`src/rtl/uart_block_tx.sv`:
```
// 128-bit block UART transmitter: one-deep holding register feeding a 16-byte shift engine.
// Define UART_TX_PARITY_EN to insert an even-parity bit between the data bits and the stop bit.
module uart_block_tx #(
  parameter int CLKS_PER_BIT = 868
) (
  input  logic         clk,
  input  logic         reset,
  input  logic [127:0] d_in,
  input  logic         wr_en,
  output logic         has_space,
  output logic         tx,
  output logic         busy,
  output logic         done
);
  localparam int BW = (CLKS_PER_BIT > 1) ? $clog2(CLKS_PER_BIT) : 1;
  localparam logic [BW-1:0] BAUD_MAX = BW'(CLKS_PER_BIT - 1);

  typedef enum logic [2:0] {
    IDLE,
    START,
    DATA,
`ifdef UART_TX_PARITY_EN
    PARITY,
`endif
    STOP
  } state_t;

  state_t         state, state_n;
  logic [127:0]   hold_buf, shift_buf;
  logic           hold_valid;
  logic [BW-1:0]  baud_cnt;
  logic [2:0]     bit_idx;
  logic [3:0]     byte_idx;
  logic [7:0]     cur_byte;
  logic           bit_end, blk_end, load, tx_n;
  logic [1:0]     done_pipe;

  assign cur_byte  = shift_buf[127:120];
  assign bit_end   = (baud_cnt == BAUD_MAX);
  assign blk_end   = (state == STOP) && bit_end && (byte_idx == 4'd15);
  assign load      = hold_valid && ((state == IDLE) || blk_end);
  assign has_space = !hold_valid;
  assign done      = done_pipe[1];

  always_ff @(posedge clk or posedge reset) begin
    if (reset) state <= IDLE;
    else       state <= state_n;
  end

  always_comb begin
    state_n = state;
    tx_n    = 1'b1;
    case (state)
      IDLE:  if (load) state_n = START;
      START: begin
        tx_n = 1'b0;
        if (bit_end) state_n = DATA;
      end
      DATA: begin
        tx_n = cur_byte[bit_idx];
`ifdef UART_TX_PARITY_EN
        if (bit_end && bit_idx == 3'd7) state_n = PARITY;
`else
        if (bit_end && bit_idx == 3'd7) state_n = STOP;
`endif
      end
`ifdef UART_TX_PARITY_EN
      PARITY: begin
        tx_n = ^cur_byte;
        if (bit_end) state_n = STOP;
      end
`endif
      STOP: begin
        tx_n = 1'b1;
        // Chaining straight into START keeps bytes and blocks gap-free.
        if (bit_end) state_n = (byte_idx != 4'd15 || hold_valid) ? START : IDLE;
      end
      default: state_n = IDLE;
    endcase
  end

  always_ff @(posedge clk or posedge reset) begin
    if (reset) begin
      hold_buf   <= '0;
      hold_valid <= 1'b0;
      shift_buf  <= '0;
      baud_cnt   <= '0;
      bit_idx    <= '0;
      byte_idx   <= '0;
      tx         <= 1'b1;
      busy       <= 1'b0;
      done_pipe  <= '0;
    end else begin
      // load needs hold_valid=1 and a write needs it 0, so they never collide.
      if (load) begin
        hold_valid <= 1'b0;
      end else if (wr_en && !hold_valid) begin
        hold_buf   <= d_in;
        hold_valid <= 1'b1;
      end
      baud_cnt <= (state == IDLE || bit_end) ? '0 : baud_cnt + 1'b1;
      if (state == DATA && bit_end) bit_idx <= bit_idx + 3'd1;
      if (load) begin
        shift_buf <= hold_buf;
        byte_idx  <= '0;
      end else if (state == STOP && bit_end) begin
        shift_buf <= {shift_buf[119:0], 8'h00};
        byte_idx  <= byte_idx + 4'd1;
      end
      // Line outputs lag the FSM by one cycle; done lags one more to follow the final stop bit.
      tx        <= tx_n;
      busy      <= (state != IDLE);
      done_pipe <= {done_pipe[0], blk_end};
    end
  end
endmodule
```
`config.mk`:
```
export PLATFORM = sky130hd
export DESIGN_NAME = uart_block_tx
export DESIGN_NICKNAME = d
export VERILOG_FILES = /design/src/rtl/uart_block_tx.sv
export SDC_FILE = /design/constraint.sdc
export NUM_CORES = 1
export LEC_CHECK = 0
export ABC_AREA = 1
export CAP_MARGIN = 20
export CORE_MARGIN = 2
export CORE_UTILIZATION = 55
export DETAILED_ROUTE_END_ITERATION = 7
export PLACE_DENSITY = 0.78
export SYNTH_ARGS = -nofsm -noshare
export SYNTH_HDL_FRONTEND = slang
export SYNTH_SLANG_ARGS = --single-unit
```
`constraint.sdc`:
```
create_clock -name clk -period 10.1 [get_ports clk]
set_input_delay 1.515 -clock clk [delete_from_list [all_inputs] [get_ports clk]]
set_output_delay 1.515 -clock clk [all_outputs]
set_load 0.005 [all_outputs]
```
==> run metrics <==
status=finished, final reports clean; Core Region=around 0.023 sq mm; Final ANT Viol Nets=0; RSZ-0062 raised after global routing=no; Via density=roughly 5.2; Starting Density=0.556; combinational family with the most area after synthesis=simple AND/OR/NAND/NOR gates; antenna fix cells=0; clock transition at the registers of the reported paths=around 0.060 ns; clock tree sinks=280; dominant cell type by area after synthesis=dfrtp_1; post-synthesis xor/xnor area fraction=0.00203; syn nets=1736; number of synthesized flops with an enable pin=0; hpwl dp=roughly 18000 um; Netlist cell types=28; Layout Nets=around 1800; most common cell after layout, fill and taps aside=nand2_1; Min-Delay Path Class=register to register; port bufs=~130; I/O Pins=approximately 140; Die Y=approximately 160 um; startpoint types=register; Root Buffer=clkbuf_16; Syn Std Cell Area=roughly 0.013 sq mm; total power divided by cell area=approximately 180 mW/mm^2; design area=0.0153 sq mm; DRC=0; Die Area=0.0248 sq mm; CTS tree=yes; post-synthesis mux area share=0.0209; drt pass-1 iters=5; largest net degree at the start of global routing=~150; share of layout cells above drive strength 1=0.0557; synth top area cells=dfrtp_1 (54%), nand2_1 (14%), nand3_1 (10%); Tcrit/Tclk final=0.391; final wirelength=28400 um; most frequent cells in the layout=nand2_1 (482), dfrtp_1 (278), nand3_1 (257); synthesis-stage register bit count=280; Resized Gates After CTS=0; Final GP Congestion=~0.82; placed cell count=roughly 2000; Tot GR Track Use=0.234; area share of the largest cell type after synthesis=0.540; TritonCTS Buffers=30; Seq/Total Area, Yosys=0.542; fin. max-slew vios=0; gr ovfl total=0; Max Freq=between 200 and 300 MHz; Slew headroom=0.291; crit path kind=register to output pin; Hold-fix buffers, CTS=0; Req. time, crit path=~8.6 ns; Wirelength per Cell=roughly 14 um; Adder-Cell Fraction of Synth Area=0.00774; Max rail drop VDD=~130 uV; min cycle time layout=3.95 ns; initial drt markers=about 900; Hold Violations, Final=0; Rows=56; Synth async-reset ratio=1.00; final setup skew=a little under 0.01 ns; CP endpoint kind=output pin; Die X=between 150 and 200 um; global-route wire length before repair=approximately 48000 um; Setup Fix Bufs, Post-CTS=0; Finished Layout Cells=approximately 2000; crit-path max FO=28; syn avg cell area=approximately 8.1 sq um; Synth warnings=0; initial antenna violation count=0; final setup vio count=0; Area growth syn-to-layout=17.9%; Syn Inst Count=about 1600; fill count=slightly below 2000; via count=around 10000; Clk Latency, worst-skew pair=approximately 0.54 ns; Max Cap Violations=0; worst slew pin tran=about 1.1 ns; Arr. time, crit path=2.44 ns; DP Area=0.0142 sq mm; Lkg Pwr=approximately 7.7 nW; final core occ=0.656; Compound-Gate Fraction of Synth Area=0.0558; Synth Flop Type=dfrtp_1; vias in the first global route=9781; H-tree Lvls=1; clock buffer depth=3; setup_tns=0 ns; Simple-Gate Fraction of Synth Area=0.288
state kept, by name (all words and copies together) (netlist names), 2 cells and up:
register,count
shift_buf,128
hold_buf,128
baud_cnt,10
state,2
bit_idx,3
done_pipe,2
byte_idx,4
cell usage after synthesis (all sizes together), types with 2 or more instances:
cell	n
a21oi	108
and3	2
buf	72
clkbuf	37
dfrtp	279
ha	8
inv	141
mux2	24
nand2	485
nand3	258
nor2	143
nor3	5
nor3b	2
o211ai	18
o21ai	8
xor2	2
area by class of cell:
class / count / area (sq um) / area share
tap: 319 / 399 / 0.0262
clock inverter: 10 / 103 / 0.00673
clock buffer: 46 / 912 / 0.0598
multi-input combinational: 1067 / 4880 / 0.320
timing repair buffer: 143 / 1410 / 0.0924
sequential: 280 / 7010 / 0.460
inverter: 141 / 538 / 0.0353
metal layers:
metal / GRT usage / wire [um] / part of all wire
met5: 0 / 0 / 0
met4: 0.0545 / 549 / 0.019
met3: 0.0306 / 1480 / 0.052
met2: 0.368 / 13300 / 0.47
met1: 0.348 / 13100 / 0.46
critical path: stages, from the launching register on:
cell and delay, ns:
dfrtp_4 0.64, inv_1 0.61, clkdlybuf4s50_1 0.65
logic make-up (layout without fill, tap and decap cells):
logic type               count (synthesis)  count (layout)
XOR/XNOR                                 3               3
adder cells (fa/ha/maj)                  8               8
multiplexers                            24              24
buffers and inverters                  250             340
flip-flops                             280             280
AND/OR/NAND/NOR                        897             897
AO/OA/AOI/OAI                          135             135
per-stage QoR:
step	power, mW	setup slack [ns]	hold slack [ns]
floorplan	1.57	0.864	0.331
global placement	1.68	6.34	0.335
detailed placement	1.70	6.27	0.336
CTS	2.80	6.13	0.350
global route	2.91	5.85	0.360
finish	2.78	6.15	0.348
final timing paths:
kind / slack (ns) / start / to / cells past startpoint
max: 6.15 / hold_valid / has_space / 2
max in group asynchronous: 7.01 / reset / baud_cnt[0] / 3
min in group asynchronous: 1.58 / reset / busy / 2
max reg2reg: 6.19 / state[0] / shift_buf[5] / 9
min reg2reg: 0.35 / done_pipe[0] / done_pipe[1] / 0
min: 0.35 / done_pipe[0] / done_pipe[1] / 0
power by group:
group	switching, mW	total, mW	internal (mW)
logic	0.187	0.324	0.136
clock network	0.430	1.10	0.669
registers	0.0605	1.35	1.29
total	0.678	2.78	2.10
Power figures use the tool's default switching activity.
